==> config.mk <==
export PLATFORM = sky130hd
export DESIGN_NAME = xbar_sel_seq
export DESIGN_NICKNAME = d
export VERILOG_FILES = /design/src/rtl/mage_pkg.sv /design/src/rtl/pea_pkg.sv /design/src/rtl/xbar_sel_cfg_rf.sv /design/src/rtl/xbar_sel_seq.sv
export SDC_FILE = /design/constraint.sdc
export NUM_CORES = 1
export LEC_CHECK = 0
export BUFFER_PORTS_ARGS = -buffer_cell sky130_fd_sc_hd__buf_2
export CAP_MARGIN = 25
export CORE_ASPECT_RATIO = 1.25
export CORE_MARGIN = 8
export CORE_UTILIZATION = 35
export DETAILED_ROUTE_END_ITERATION = 8
export PLACE_DENSITY = 0.52
export SYNTH_ARGS = -nofsm -noshare
export SYNTH_HDL_FRONTEND = slang
export SYNTH_SLANG_ARGS = --single-unit
==> constraint.sdc <==
create_clock -name clk_i -period 7.45 [get_ports clk_i]
set_input_delay 0.745 -clock clk_i [delete_from_list [all_inputs] [get_ports clk_i]]
set_output_delay 0.745 -clock clk_i [all_outputs]
set_load 0.05 [all_outputs]
==> src/rtl/mage_pkg.sv <==
// Array geometry shared by the PE group and the data-memory streams.
package mage_pkg;

    localparam int N_PE_PER_GROUP         = 4;
    localparam int N_BANKS_PER_STREAM     = 4;
    localparam int LOG_N_PE_PER_GROUP     = $clog2(N_PE_PER_GROUP);
    localparam int LOG_N_BANKS_PER_STREAM = $clog2(N_BANKS_PER_STREAM);

endpackage

==> src/rtl/pea_pkg.sv <==
// Selector-sequencer types: table depth default, FSM states, selector words.
package pea_pkg;

    import mage_pkg::*;

    localparam int N_SEL_CFG_DFLT = 8;
    localparam int PASS_W         = 16;

    typedef enum logic [1:0] {
        IDLE = 2'd0,
        RUN  = 2'd1,
        DONE = 2'd2
    } seq_state_e;

    // Element [k] selects the source for destination k.
    typedef logic [N_PE_PER_GROUP-1:0][LOG_N_BANKS_PER_STREAM-1:0] dmem_pea_sel_t;
    typedef logic [N_BANKS_PER_STREAM-1:0][LOG_N_PE_PER_GROUP-1:0] pea_dmem_sel_t;

    typedef struct packed {
        dmem_pea_sel_t dmem_pea;
        pea_dmem_sel_t pea_dmem;
    } sel_entry_t;

endpackage

==> src/rtl/xbar_sel_cfg_rf.sv <==
// Selector table: one synchronous write port, one asynchronous read port.
// Latency: write visible on read port the cycle after we_i; read is combinational.
// Backpressure: none; the caller gates we_i.
module xbar_sel_cfg_rf
    import pea_pkg::*;
#(
    parameter int N_ENTRY = N_SEL_CFG_DFLT
) (
    input  logic                       clk_i,
    input  logic                       rst_i,
    input  logic                       we_i,
    input  logic [$clog2(N_ENTRY)-1:0] waddr_i,
    input  sel_entry_t                 wdata_i,
    input  logic [$clog2(N_ENTRY)-1:0] raddr_i,
    output sel_entry_t                 rdata_o
);

    sel_entry_t mem_q [N_ENTRY];

    always_ff @(posedge clk_i or posedge rst_i) begin
        if (rst_i) begin
            for (int i = 0; i < N_ENTRY; i++) begin
                mem_q[i] <= '0;
            end
        end else if (we_i) begin
            mem_q[waddr_i] <= wdata_i;
        end
    end

    assign rdata_o = mem_q[raddr_i];

endmodule

==> src/rtl/xbar_sel_seq.sv <==
// Replays the crossbar selector table len entries per pass for iter+1 passes.
// Latency: entry 0 on the outputs one cycle after start is accepted; done_o one cycle after the last entry.
// Backpressure: stall_i (build with XBAR_SEL_SEQ_STALL_EN) freezes index, pass and outputs; otherwise never pauses.
module xbar_sel_seq
    import pea_pkg::*;
#(
    parameter int N_SEL_CFG = N_SEL_CFG_DFLT
) (
    input  logic                         clk_i,
    input  logic                         rst_i,
    input  logic                         cfg_we_i,
    input  logic [$clog2(N_SEL_CFG)-1:0] cfg_addr_i,
    input  dmem_pea_sel_t                cfg_dmem_pea_sel_i,
    input  pea_dmem_sel_t                cfg_pea_dmem_sel_i,
    input  logic [$clog2(N_SEL_CFG):0]   cfg_len_i,
    input  logic [PASS_W-1:0]            cfg_iter_i,
    input  logic                         start_i,
`ifdef XBAR_SEL_SEQ_STALL_EN
    input  logic                         stall_i,
`endif
    output dmem_pea_sel_t                sel_dmem_pea_o,
    output pea_dmem_sel_t                sel_pea_dmem_o,
    output logic [$clog2(N_SEL_CFG)-1:0] step_o,
    output logic                         busy_o,
    output logic                         done_o
);

    localparam int AW = $clog2(N_SEL_CFG);
    localparam int LW = AW + 1;

    seq_state_e        state_q, state_d;
    logic [AW-1:0]     idx_q, idx_d;
    logic [PASS_W-1:0] pass_q, pass_d;
    logic [PASS_W-1:0] iter_q, iter_d;
    logic [LW-1:0]     len_q, len_d;
    sel_entry_t        sel_q, sel_d;
    logic [AW-1:0]     step_q, step_d;

    sel_entry_t        rd_entry;
    sel_entry_t        wr_entry;
    logic              rf_we;
    logic              stall;
    logic              last_entry;

`ifdef XBAR_SEL_SEQ_STALL_EN
    assign stall = stall_i;
`else
    assign stall = 1'b0;
`endif

    // The table is frozen while a sequence is replaying it.
    assign rf_we    = cfg_we_i && (state_q != RUN);
    assign wr_entry = '{dmem_pea: cfg_dmem_pea_sel_i, pea_dmem: cfg_pea_dmem_sel_i};

    xbar_sel_cfg_rf #(
        .N_ENTRY (N_SEL_CFG)
    ) u_cfg_rf (
        .clk_i   (clk_i),
        .rst_i   (rst_i),
        .we_i    (rf_we),
        .waddr_i (cfg_addr_i),
        .wdata_i (wr_entry),
        .raddr_i (idx_d),
        .rdata_o (rd_entry)
    );

    assign last_entry = ({1'b0, idx_q} == (len_q - LW'(1)));

    always_comb begin
        state_d = state_q;
        idx_d   = idx_q;
        pass_d  = pass_q;
        iter_d  = iter_q;
        len_d   = len_q;
        unique case (state_q)
            IDLE: begin
                if (start_i && (cfg_len_i != '0)) begin
                    state_d = RUN;
                    idx_d   = '0;
                    pass_d  = '0;
                    iter_d  = cfg_iter_i;
                    len_d   = (cfg_len_i > LW'(N_SEL_CFG)) ? LW'(N_SEL_CFG) : cfg_len_i;
                end
            end
            RUN: begin
                if (!stall) begin
                    if (last_entry) begin
                        // Terminal check first so the pass counter never wraps.
                        if (pass_q == iter_q) begin
                            state_d = DONE;
                        end else begin
                            idx_d  = '0;
                            pass_d = pass_q + PASS_W'(1);
                        end
                    end else begin
                        idx_d = idx_q + AW'(1);
                    end
                end
            end
            DONE: begin
                state_d = IDLE;
            end
            default: begin
                state_d = IDLE;
            end
        endcase
    end

    // Outputs are registered from the entry that will be current next cycle.
    always_comb begin
        sel_d  = '0;
        step_d = '0;
        if (state_d == RUN) begin
            sel_d  = rd_entry;
            step_d = idx_d;
        end
    end

    always_ff @(posedge clk_i or posedge rst_i) begin
        if (rst_i) begin
            state_q <= IDLE;
            idx_q   <= '0;
            pass_q  <= '0;
            iter_q  <= '0;
            len_q   <= '0;
            sel_q   <= '0;
            step_q  <= '0;
        end else begin
            state_q <= state_d;
            idx_q   <= idx_d;
            pass_q  <= pass_d;
            iter_q  <= iter_d;
            len_q   <= len_d;
            sel_q   <= sel_d;
            step_q  <= step_d;
        end
    end

    assign sel_dmem_pea_o = sel_q.dmem_pea;
    assign sel_pea_dmem_o = sel_q.pea_dmem;
    assign step_o         = step_q;
    assign busy_o         = (state_q == RUN);
    assign done_o         = (state_q == DONE);

endmodule

Word-level counts from Yosys, hierarchy flattened

Index checks and enable logic that the tools add are counted.

Register bits after elaboration: 188
Latch bits: 0
Memory bits (writable): 0
Memory bits (read-only): 0
Input bits: 43
Output and inout port bits: 21
Word-level logic and storage cells: 125
Memories kept: 0

$add $sub $neg: 3
Multiply operators: 0
Divide/modulo/power cells: 0
$lt $le $gt $ge: 4
Equal/unequal tests: 9
Shift operators: 0
Mux-type cells: 21
Bitwise gates (word level): 2
Reductions and logical operators: 8

Operators by type and width:

| kind                    | count |
|---|---|
| $bwmux W128             | 1 |
| $mux W16                | 7 |
| $bmux W16 S3            | 1 |
| $demux W16 S3           | 1 |
| $pmux W16 S2            | 1 |
| $add A16 B1 Y16 const B | 1 |
| $eq A16 B16 Y1          | 1 |
| $mux W3                 | 4 |
| $ge A4 B4 Y1 const B    | 2 |
| $not A3 Y4              | 2 |
| $mux W2                 | 3 |
| $pmux W3 S2             | 1 |
| $eq A2 B1 Y1 const B    | 2 |
| $eq A3 B4 Y1            | 1 |
| $gt A4 B4 Y1 const B    | 1 |
| $lt A4 B1 Y1 const B    | 1 |
| $mux W4                 | 1 |
| $ne A2 B1 Y1 const B    | 2 |
| $ne A2 B2 Y1 const B    | 2 |
| $pmux W2 S2             | 1 |
| $reduce_and A4 Y1       | 1 |
| $reduce_bool A4 Y1      | 1 |
| $sub A4 B1 Y4 const B   | 1 |
| $add A3 B1 Y3 const B   | 1 |
| other kinds (5)         | 7 |

Longest topological paths before layout

Gate-level depths: netlist of run 1.

Word-level depth: 9
Depth in mapped cells: 11
Mapped depth without buffers: 9

By module

A second synthesis of run 1 with hierarchy kept.

Cells, all modules: 625
Area total of the unflattened synthesis: 8753.4 um2

By module, submodules not included:

| module          | instances | cells an instance | area an instance (um2) | sequential area each (um2) |
|---|---|---|---|---|
| xbar_sel_cfg_rf | 1         | 338               | 5915.7                 | 3203.1 |
| xbar_sel_seq    | 1         | 287               | 2837.7                 | 1501.4 |

Worst setup path before layout of run 1

OpenSTA, ideal clock, no wires.

Kind: input-to-reg
Start: in cfg_len_i[0]
End: reg sel_q, in the netlist sel_dmem_pea_o[7]
Setup time: 90 ps
Arrival time: 2609 ps
Required time: 7360 ps
Path slack: 4751 ps
Stages on the path: 11
Buffers on the path: 4
Cell sequence: nor4_2 -> or3_1 -> buf_4 -> nand4_1 -> or3_1 -> buf_2 -> clkbuf_1 -> clkbuf_1 -> a21boi_0 -> o21ai_0 -> o2111ai_1

RTL lines:

| element              | RTL line            | source |
|---|---|---|
| start, declared      | xbar_sel_seq.sv:15  | `input logic [$clog2(N_SEL_CFG):0] cfg_len_i,` |
| end signal, assigned | xbar_sel_seq.sv:134 | `sel_q <= sel_d;` |
| end, declared        | xbar_sel_seq.sv:36  | `sel_entry_t sel_q, sel_d;` |

==> results by group, run 1 <==
Outcome
  • Status: finished clean

Floorplan
  • Core ar.: roughly 25,000 µm²
  • Die area: about 31,000 µm²
  • I/O pins: 64
  • Std cell rows: between 60 and 70
  • Die height: around 190 µm
  • Initial Utilization: about a third
  • Chip width: 157.9 µm

Pwr
  • Pwr Density: 293.6 nW/µm²
  • Max VDD drop: 141.6 µV
  • Total power: around 3000 µW
  • Pleak: between 0.005 and 0.006 µW

Yosys
  • Mapped Area: 8803 µm²
  • Adder-Cell Fraction of Synth Area: less than 1%
  • Area fraction of the dominant cell type after synthesis: between 50% and 60%
  • Top cells by count, synth: dfrtp_1, mux2_2, nand2_1
  • Top FF cell, synth: dfrtp_1
  • #FFs+latches synth: roughly 190
  • Fraction of registers with async set/reset: 100.0%
  • Total of warnings raised by yosys: 0
  • Cells after synthesis: 751
  • Largest family of logic cells by synthesized area: multiplexers
  • Synth Area in Compound Gates: between 10% and 20%
  • Synth unique cells: between 40 and 50
  • Net Count, Synth: approximately 800
  • Seq/Total Area, Yosys: 53.44%
  • Yosys top cell by area: dfrtp_1
  • Number of enable flip-flop cells after synthesis: 0
  • Simple-Gate Fraction of Synth Area: 10.77%
  • XOR/XNOR share of the synthesized area: 3.439%
  • Post-synthesis mux area share: 18.32%
  • Most common cell in the netlist: dfrtp_1
  • Average cell area after synthesis: 11.72 µm²
  • Area contributors post-synth: dfrtp_1, mux2_2, a21boi_0, and3_1, o21ai_0

Global route
  • Vias in the first global route: about 6,100
  • Largest net degree at the start of global routing: around 110
  • Initial antenna violation count: 0
  • Total gr overflow: 0
  • Global-route wire length before repair: roughly 35,000 µm
  • Total GRT Usage: 14.43%

Finish
  • Area Growth Syn to Fin: 15.63%
  • Final core utilization: between 40% and 50%
  • Layout cells sized above 1: between 30 and 40%
  • Post-Layout Cell Count: approximately 1,100
  • Fillers: about 2,500
  • # nets final: between 800 and 900
  • Inserted Diodes: 0

Routing
  • Initial drt markers: 306
  • DRT Pass-1 Iters: 4
  • Via/cell ratio: 5.121
  • WL final: ~21,000 µm
  • Routed wl met2: approximately 10,000 µm
  • Via Count: 5,879
  • Post-route DRC: 0
  • DR top layer: met4
  • Drt wl/cell: 18.20 µm
  • Met3 WL: slightly below 500 µm
  • DRT met1 WL: roughly 10000 µm
  • Remaining antenna violation count: 0

Clock tree
  • Cts hold-fix bufs: 0
  • Worst-Skew Late Latency: 0.43 ns
  • Longest Clk Path Bufs: 2
  • Post-CTS Resized: 0
  • Clock Sinks: between 150 and 200
  • Root Buffer: clkbuf_16
  • Worst-path clk slew: around 0.08 ns
  • Clock H-tree levels: 4
  • CTS tree: built
  • Post-CTS setup buffer count: 0
  • Inserted Clock Buffers: 17

Critical path
  • CP Capture Type: flop
  • CP startpoint: len_q[0]
  • R2R Path End: sel_pea_dmem_o[3]
  • WP data required: 7.73 ns
  • Worst Setup Start Kind: flop
  • Reg2reg path depth: 10
  • Reg-to-Reg Start: len_q[0]
  • Kind of critical path: flop to flop
  • Worst Path Max Fanout: 97
  • R2r setup slk: 4.02 ns
  • Worst Path Arrival: 3.71 ns

Timing
  • Final worst slack: roughly 4.0 ns
  • RSZ-0062 raised after global routing: false
  • Max Fclk: just under 0.3 GHz
  • Finish-stage setup viols: 0
  • Tightest Pin Transition: ~1.0 ns
  • Final hold violation count: 0
  • Final min period: 3.430 ns
  • Setup Skew: 0.01316 ns
  • Crit share post-route: 46.04%
  • Final Max Tran Viols: 0
  • Setup TNS: 0 ns
  • Slew HR: 29.84%

Place
  • Final RePlAce weighted congestion: ~0.73
  • Pre-CTS setup slack: between 3 and 4 ns
  • Dpl hpwl: ~13,000 µm
  • Placed Instances: approximately 1,100
  • Input/output buffers: 63

Job
  • Max Cap Viol: 0

Hold path
  • Min-Delay Path Class: primary input to asynchronous set/reset pin
-- metrics by stage --
| step | area, µm² | hold slack [ns] |
|---|---|---|
| after floorplan | 8803 | 0.4652 |
| after global placement | 9447 | 0.4785 |
| after detailed placement | 9522 | 0.4845 |
| after CTS | 10120 | 0.4730 |
| after global routing | 10180 | 0.4876 |
| final | 10180 | 0.4335 |
-- layout by cell type (no fill, tap or decap), types with 3 or more instances in the layout --
cell type and n:
a211oi_1 5, a21boi_0 47, a21o_1 3, a21oi_1 8
and3_1 54, buf_16 4, buf_2 64, buf_4 8
clkbuf_16 17, clkinv_8 5, dfrtp_1 188, ha_1 3
inv_1 7, inv_6 3, inv_8 5, mux2_2 129
mux2i_1 16, nand2_1 68, nand2b_1 3, nand3_1 11
nand4_1 3, nor2_1 23, nor2b_1 3, nor4_1 5
o2111ai_1 16, o21ai_0 51, o21ai_1 5, xnor2_1 15
xor2_1 17
-- area by class of cell --
class,count,area [µm²],share of cell area [%]
Sequential cell,188,4705,46.21
Multi-Input combinational cell,508,3910,38.41
Timing Repair Buffer,77,505.5,4.966
Clock buffer,17,425.4,4.179
Tap cell,335,419.2,4.117
Clock inverter,15,177.7,1.745
Inverter,8,37.54,0.3687
-- power by group --
part           leakage (µW)  internal, µW  total, µW  switching [µW]
Combinational       0.00219           254        868             614
Sequential          0.00254          1120       1200            80.6
Clock              0.000290           455        919             464
Total               0.00502          1830       2990            1160
-- registers in the layout, summed over array words and instances (netlist names) --
| signal | count |
|---|---|
| sel_pea_dmem_o | 8 |
| step_o | 3 |
| state_q | 2 |
| iter_q | 16 |
| len_q | 4 |
| idx_q | 3 |
| pass_q | 16 |
| u_cfg_rf.mem_q | 128 |
| sel_dmem_pea_o | 8 |
-- how the worst max path moves through the flow --
stage / depth (start not counted) / to / slack (ns)
floorplan: 1 / idx_q[0] / 1.59
detailed placement: 10 / sel_dmem_pea_o[0] / 3.61
global placement: 10 / sel_pea_dmem_o[5] / 3.71
CTS: 10 / sel_pea_dmem_o[3] / 3.98
finish: 10 / sel_pea_dmem_o[3] / 4.02
global route: 10 / sel_dmem_pea_o[3] / 3.67
-- critical path, stage by stage, from the launching register on --
cell and delay [ns]:
dfrtp_1 0.37, inv_1 0.14, ha_1 0.26, xor2_1 0.29, nand2_1 0.20, o31a_1 0.34, a21oi_4 0.12, buf_4 0.67
nand2_4 0.43, mux2i_1 0.29, o2111ai_1 0.12
-- kinds of logic after synthesis --
family                   count (synthesis)
AO/OA/AOI/OAI                          143
XOR/XNOR                                33
adder cells (fa/ha/maj)                  3
buffers and inverters                   55
flip-flops                             188
multiplexers                           145
AND/OR/NAND/NOR                        184
-- layer usage --
| metal | GRT usage [%] | up-vias |
|---|---|---|
| li1 | - | 2783 |
| met1 | 19.24 | 3004 |
| met2 | 23.81 | 72 |
| met3 | 2.520 | 20 |
| met4 | 3.428 | 0 |
| met5 | 0 | - |
Power figures use the tool's default switching activity.
==> run 2: changes to the inputs <==
--- a/config.mk
+++ b/config.mk
@@ -11,7 +11,7 @@
 export CORE_MARGIN = 8
 export CORE_UTILIZATION = 35
 export DETAILED_ROUTE_END_ITERATION = 8
-export PLACE_DENSITY = 0.52
+export PLACE_DENSITY = 0.54
 export SYNTH_ARGS = -nofsm -noshare
 export SYNTH_HDL_FRONTEND = slang
 export SYNTH_SLANG_ARGS = --single-unit
==> constraint.sdc (replaced) <==
create_clock -name clk_i -period 3 [get_ports clk_i]
set_input_delay 0.3 -clock clk_i [delete_from_list [all_inputs] [get_ports clk_i]]
set_output_delay 0.3 -clock clk_i [all_outputs]
set_load 0.05 [all_outputs]
==> results by group, run 2 (synthesis results as in run 1) <==
Outcome
  • Status: finished clean

Finish
  • Max reg flops: 128 (unchanged)
  • Area Growth Syn to Fin: 16.78%
  • Biggest register: u_cfg_rf.mem_q
  • Commonest non-fill, non-tap cell in the layout: dfrtp_1
  • Biggest regs: u_cfg_rf.mem_q (128), iter_q (16), pass_q (16)
  • # nets final: 870 (+2.8%)
  • Most frequent cells in the layout: dfrtp_1, mux2_2, nand2_1, buf_2, and3_1
  • Layout cells sized above 1: 32.38% (+1.8 points)

Routing
  • Post-route DRC: 0 (unchanged)
  • DRT Pass-1 Iters: 4 (unchanged)
  • Remaining antenna violation count: 0 (unchanged)
  • Drt wl/cell: 18.09 µm (-0.60%)
  • Initial drt markers: 283 (-7.5%)
  • Via Count: 5,878 (-0.017%)
  • WL final: 21,220 µm (+1.6%)
  • Via/cell ratio: 5.011 (-2.1%)

Floorplan
  • Chip width: 157.9 µm (unchanged)
  • Die area: 30,510 µm² (unchanged)
  • Die height: 193.3 µm (unchanged)
  • I/O pins: 64 (unchanged)
  • Initial Utilization: 35.26% (unchanged)
  • Std cell rows: 65 (unchanged)
  • Core ar.: 24,970 µm² (unchanged)

Critical path
  • Worst Setup Start Kind: flop
  • Reg-to-Reg Start: len_q[0]
  • Worst Path Arrival: 3.04 ns (-0.67 ns)
  • R2r setup slk: 0.26 ns (-3.76 ns)
  • WP data required: 3.30 ns (-4.43 ns)
  • R2R Path End: sel_dmem_pea_o[0]
  • Kind of critical path: flop to flop
  • Reg2reg path depth: 10 (unchanged)
  • Worst Path Max Fanout: 36 (-63%)
  • CP Capture Type: flop

Clock tree
  • CTS tree: built
  • Worst-Skew Late Latency: 0.44 ns (about the same)
  • Clock Sinks: 188 (unchanged)
  • Clock H-tree levels: 4 (unchanged)
  • Longest Clk Path Bufs: 2 (unchanged)
  • Worst-path clk slew: 0.08 ns (about the same)
  • Inserted Clock Buffers: 17 (unchanged)
  • Root Buffer: clkbuf_16

Global route
  • Global-route wire length before repair: 34,480 µm (-0.28%)
  • Vias in the first global route: 6,125 (+0.54%)
  • Total gr overflow: 0 (unchanged)
  • Largest net degree at the start of global routing: 106 (-5.4%)
  • Initial antenna violation count: 1 (+1)
  • Total GRT Usage: 14.52% (+0.089 points)

Pwr
  • Max VDD drop: 395.0 µV (+180%)
  • Pwr Density: 727.8 nW/µm² (+150%)
  • Pleak: 0.005086 µW (+1.4%)
  • Total power: 7483 µW (+150%)

Place
  • Input/output buffers: 63 (unchanged)
  • Dpl hpwl: 13,450 µm (+7.4%)
  • Final RePlAce weighted congestion: 0.7767 (+5.7%)

Timing
  • Max Fclk: 0.3652 GHz (+25%)
  • RSZ-0062 raised after global routing: false
  • Setup Skew: 0.02314 ns (+0.009973 ns)
  • Slew HR: 59.40% (+30 points)
  • Final Max Tran Viols: 0 (unchanged)
  • Finish-stage setup viols: 0 (unchanged)
  • Final min period: 2.738 ns (-0.6917 ns)
  • Final hold violation count: 0 (unchanged)
  • Crit share post-route: 91.27% (+45 points)
  • Tightest Pin Transition: 0.6090 ns (-0.4409 ns)
  • Setup TNS: 0 ns (unchanged)

Hold path
  • Worst Hold Path Cells: 3
  • Min-Delay Path Class: primary input to flop
  • Worst Hold End: iter_q[13]
  • Hold Startpoint: cfg_iter_i[13]

Job
  • Max Cap Viol: 0 (unchanged)
-- run 2: changes by cell type in the layout (fill, tap and decap cells not counted), sizes merged --
cell	before	now
diode	0	1
dlygate4sd3	0	1
buf	77	100
clkinvlp	1	2
inv	15	14
clkinv	7	5
clkbuf	17	19
-- run 2: per-layer routing --
layer  global-route usage (%)  part of all wire, %
met4                    4.558                  1.5
met3                    2.743                  2.7
met1                    18.44                   46
met2                    24.37                   50
met5                        0                    0
-- run 2: area by class of cell --
cell class | count | area [µm²]
inverters | 8 | 33.78
clock buffers | 19 | 442.9
diodes | 1 | 2.502
multi-input cells | 508 | 3914
fillers | 2472 | 14690
flip-flops and latches | 188 | 4705
well taps | 335 | 419.2
clock inverters | 13 | 123.9
repair buffers | 101 | 640.6
-- run 2: worst max path at each step --
stage | from | end | slack (ns) | cells past startpoint
2_1_floorplan | rst_i | idx_q[0] | 0.28 | 1
3_3_place_gp | pass_q[10] | sel_dmem_pea_o[7] | 0.18 | 9
3_5_place_dp | pass_q[10] | sel_dmem_pea_o[7] | 0.13 | 9
4_1_cts | pass_q[10] | sel_dmem_pea_o[7] | 0.12 | 9
5_1_grt | len_q[0] | sel_dmem_pea_o[0] | 0.02 | 10
6_report | len_q[0] | sel_dmem_pea_o[0] | 0.26 | 10
-- run 2: metrics by stage --
stage               instance area, µm²  setup slack [ns]  hold WS (ns)  std cells  util, %
floorplan                         8807            0.2795        0.4054        751        -
global placement                  9698            0.1829        0.4079       1139    38.84
detailed placement                9698            0.1338        0.4165       1139    38.84
CTS                              10270            0.1153       0.02793       1172    41.15
global route                     10280           0.02104       0.04883       1173    41.18
finish                           10280            0.2618       0.04039       1173    41.18
-- run 2: critical path: stages (launching register included) --
cell	delay (ns)
dfrtp_1	0.36
inv_1	0.13
ha_1	0.26
xor2_1	0.24
nand2_1	0.18
o31a_1	0.33
a21oi_4	0.24
buf_4	0.35
a21boi_0	0.16
o21ai_0	0.21
o2111ai_1	0.14
-- run 2: repair_timing --
item,CTS,global route
hold endpoints to repair,20,0
hold buffers,1,0
setup buffers,0,0
gates resized for setup,0,1
setup endpoints to repair,0,6
-- run 2: power by group --
group / switching, µW / leakage [µW] / total, µW / internal, µW
clock network: 1070 / 0.000277 / 2190 / 1120
registers: 186 / 0.00254 / 2970 / 2790
logic: 1550 / 0.00227 / 2320 / 779
==> run 3: changes to the inputs <==
==> constraint.sdc (replaced) <==
create_clock -name clk_i -period 3 [get_ports clk_i]
set_input_delay 0.15 -clock clk_i [delete_from_list [all_inputs] [get_ports clk_i]]
set_output_delay 0.15 -clock clk_i [all_outputs]
set_load 0.05 [all_outputs]
==> results by group, run 3 (synthesis results as in run 1) <==
Routing
  • Drt wl/cell: 17.78 µm (-1.7%)
  • Remaining antenna violation count: 0 (unchanged)
  • Post-route DRC: 0 (unchanged)
  • Initial drt markers: 269 (-4.9%)
  • WL final: 21,100 µm (-0.53%)
  • Via/cell ratio: 5.055 (+0.87%)
  • Via Count: 6,000 (+2.1%)
  • DRT Pass-1 Iters: 4 (unchanged)

Clock tree
  • CTS tree: built
  • Worst-path clk slew: 0.07 ns (about the same)
  • Clock H-tree levels: 4 (unchanged)
  • Clock Sinks: 188 (unchanged)
  • Longest Clk Path Bufs: 2 (unchanged)
  • Worst-Skew Late Latency: 0.43 ns (about the same)
  • Inserted Clock Buffers: 17 (unchanged)
  • Post-CTS Resized: 0 (unchanged)
  • Root Buffer: clkbuf_16

Pwr
  • Pwr Density: 726.0 nW/µm² (-0.25%)
  • Psw: 2774 µW (-0.85%)
  • Total power: 7623 µW (+1.9%)
  • Max VDD drop: 416.2 µV (+5.4%)
  • Clock share of power: 30.0% (+0.8 points)
  • Pleak: 0.005164 µW (+1.5%)
  • Combinational Power Share: 31.1% (about the same)
  • Switching part of the total power: 36.39% (-1.0 points)
  • Share of power burned in registers: 39.0% (-0.7 points)
  • Internal power: 4849 µW (+3.5%)

Finish
  • Final non-filler cell area: 10,500 µm² (+2.1%)
  • Area Growth Syn to Fin: 19.27%
  • Final core utilization: 42.05% (+0.88 points)
  • Layout cells sized above 1: 31.14% (-1.2 points)
  • # nets final: 884 (+1.6%)
  • Commonest non-fill, non-tap cell in the layout: dfrtp_1
  • Most frequent cells in the layout: dfrtp_1, mux2_2, nand2_1, buf_2, and3_1
  • Biggest register: u_cfg_rf.mem_q
  • Max reg flops: 128 (unchanged)
  • Biggest regs: u_cfg_rf.mem_q (128), iter_q (16), pass_q (16)

Global route
  • Met3 usage: 2.765% (+0.022 points)
  • Initial antenna violation count: 1 (unchanged)
  • Global-route wire length before repair: 34,050 µm (-1.2%)
  • M2 GR Usage: 23.58% (-0.78 points)
  • Largest net degree at the start of global routing: 67 (-37%)
  • Top Usage Layer GRT: met2
  • GR Util met1: 18.45% (about the same)
  • Vias in the first global route: 6,058 (-1.1%)
  • Total GRT Usage: 14.27% (-0.25 points)
  • Total gr overflow: 0 (unchanged)

Floorplan
  • Chip width: 157.9 µm (unchanged)
  • Core ar.: 24,970 µm² (unchanged)
  • Die area: 30,510 µm² (unchanged)
  • Std cell rows: 65 (unchanged)
  • Die height: 193.3 µm (unchanged)
  • I/O pins: 64 (unchanged)
  • Initial Utilization: 35.26% (unchanged)

Critical path
  • Reg2reg path depth: 9 (-1)
  • WP data required: 3.28 ns (-0.02 ns)
  • Worst Setup Start Kind: flop
  • R2r setup slk: 0.29 ns (+0.03 ns)
  • Kind of critical path: flop to flop
  • R2R Path End: sel_pea_dmem_o[1]
  • CP Capture Type: flop
  • Worst Path Arrival: 2.99 ns (-0.05 ns)
  • Reg-to-Reg Start: pass_q[12]
  • Worst Path Max Fanout: 66 (+83%)

Job
  • Max Cap Viol: 0 (unchanged)

Timing
  • Tightest Pin Transition: 0.8110 ns (+0.2020 ns)
  • Final Max Tran Viols: 0 (unchanged)
  • RSZ-0062 raised after global routing: false
  • Max Fclk: 0.3691 GHz (+1.1%)
  • Finish-stage setup viols: 0 (unchanged)
  • Final hold violation count: 0 (unchanged)
  • Final min period: 2.709 ns (-0.02890 ns)
  • Worst hold slack: 0.04850 ns (+0.008110 ns)
  • Slew HR: 45.82% (-14 points)
  • Setup Skew: 0.01636 ns (-0.006780 ns)
  • Crit share post-route: 90.31% (-0.96 points)
  • Setup TNS: 0 ns (unchanged)

Place
  • Final RePlAce weighted congestion: 0.7228 (-6.9%)
  • Input/output buffers: 63 (unchanged)
  • Dpl hpwl: 13,000 µm (-3.4%)
  • Placed Area: 9711 µm² (+0.13%)

Hold path
  • Worst Hold Path Cells: 3 (unchanged)
  • Hold Startpoint: cfg_len_i[1]
  • Worst Hold End: len_q[1]
  • Min-Delay Path Class: primary input to flop

Outcome
  • Status: finished clean
-- run 3: cell types whose count changed in the layout (fill, tap and decap cells not counted), moves of 2 or more --
cell,before,now
bufinv_16,0,2
buf_4,34,25
clkinvlp_4,2,4
buf_12,3,7
clkinv_4,3,0
dlygate4sd3_1,1,20
-- run 3: cell type report --
cell class                 instances  area (µm²)
tap                              335       419.2
multi-input combinational        508        3910
timing repair buffer             115       843.3
inverter                           8       33.78
sequential                       188        4705
antenna                            1       2.502
clock inverter                    13       153.9
clock buffer                      19       432.9
fill                            2418       14470
-- run 3: worst max-delay path by stage --
stage | startpoint | slack, ns | cells past startpoint | end
3_5_place_dp | pass_q[0] | 0.31 | 9 | sel_pea_dmem_o[2]
3_3_place_gp | len_q[0] | 0.33 | 9 | pass_q[14]
5_1_grt | len_q[0] | 0.1 | 10 | sel_dmem_pea_o[5]
6_report | pass_q[12] | 0.29 | 9 | sel_pea_dmem_o[1]
2_1_floorplan | rst_i | 0.43 | 1 | idx_q[0]
4_1_cts | pass_q[0] | 0.30 | 9 | sel_pea_dmem_o[2]
-- run 3: repair_timing --
item / CTS / global route
buffers inserted: 0 / 0
hold buffers: 20 / 0
endpoints found under the hold margin: 48 / 0
-- run 3: critical path: stages (launching register included) --
cell       delay [ns]
dfrtp_1          0.44
xor2_1           0.17
nor4_1           0.34
nand4_1          0.21
or3_2            0.55
buf_12           0.22
nand2_4          0.12
buf_12           0.17
mux2i_1          0.19
o2111ai_1        0.13
-- run 3: metal layers --
layer  wire [µm]  vias up
met3         662       16
li1            -     2867
met2       10530       86
met5           0        -
met1        9667     3031
met4         241        0
-- run 3: power by group through the flow --
| stage | Clock, µW | Sequential [µW] | Combinational [µW] |
|---|---|---|---|
| after floorplan | 0 | 3260 | 1160 |
| after global placement | 0 | 3030 | 2370 |
| after detailed placement | 0 | 3020 | 2380 |
| after CTS | 2340 | 2980 | 2410 |
| after global routing | 2440 | 3010 | 2570 |
| final | 2280 | 2970 | 2370 |
-- run 3: stage by stage --
step,worst slack [ns],std cells
after floorplan,0.4295,751
after global placement,0.3340,1134
after detailed placement,0.3074,1134
after CTS,0.2959,1186
after global routing,0.09594,1187
final,0.2907,1187
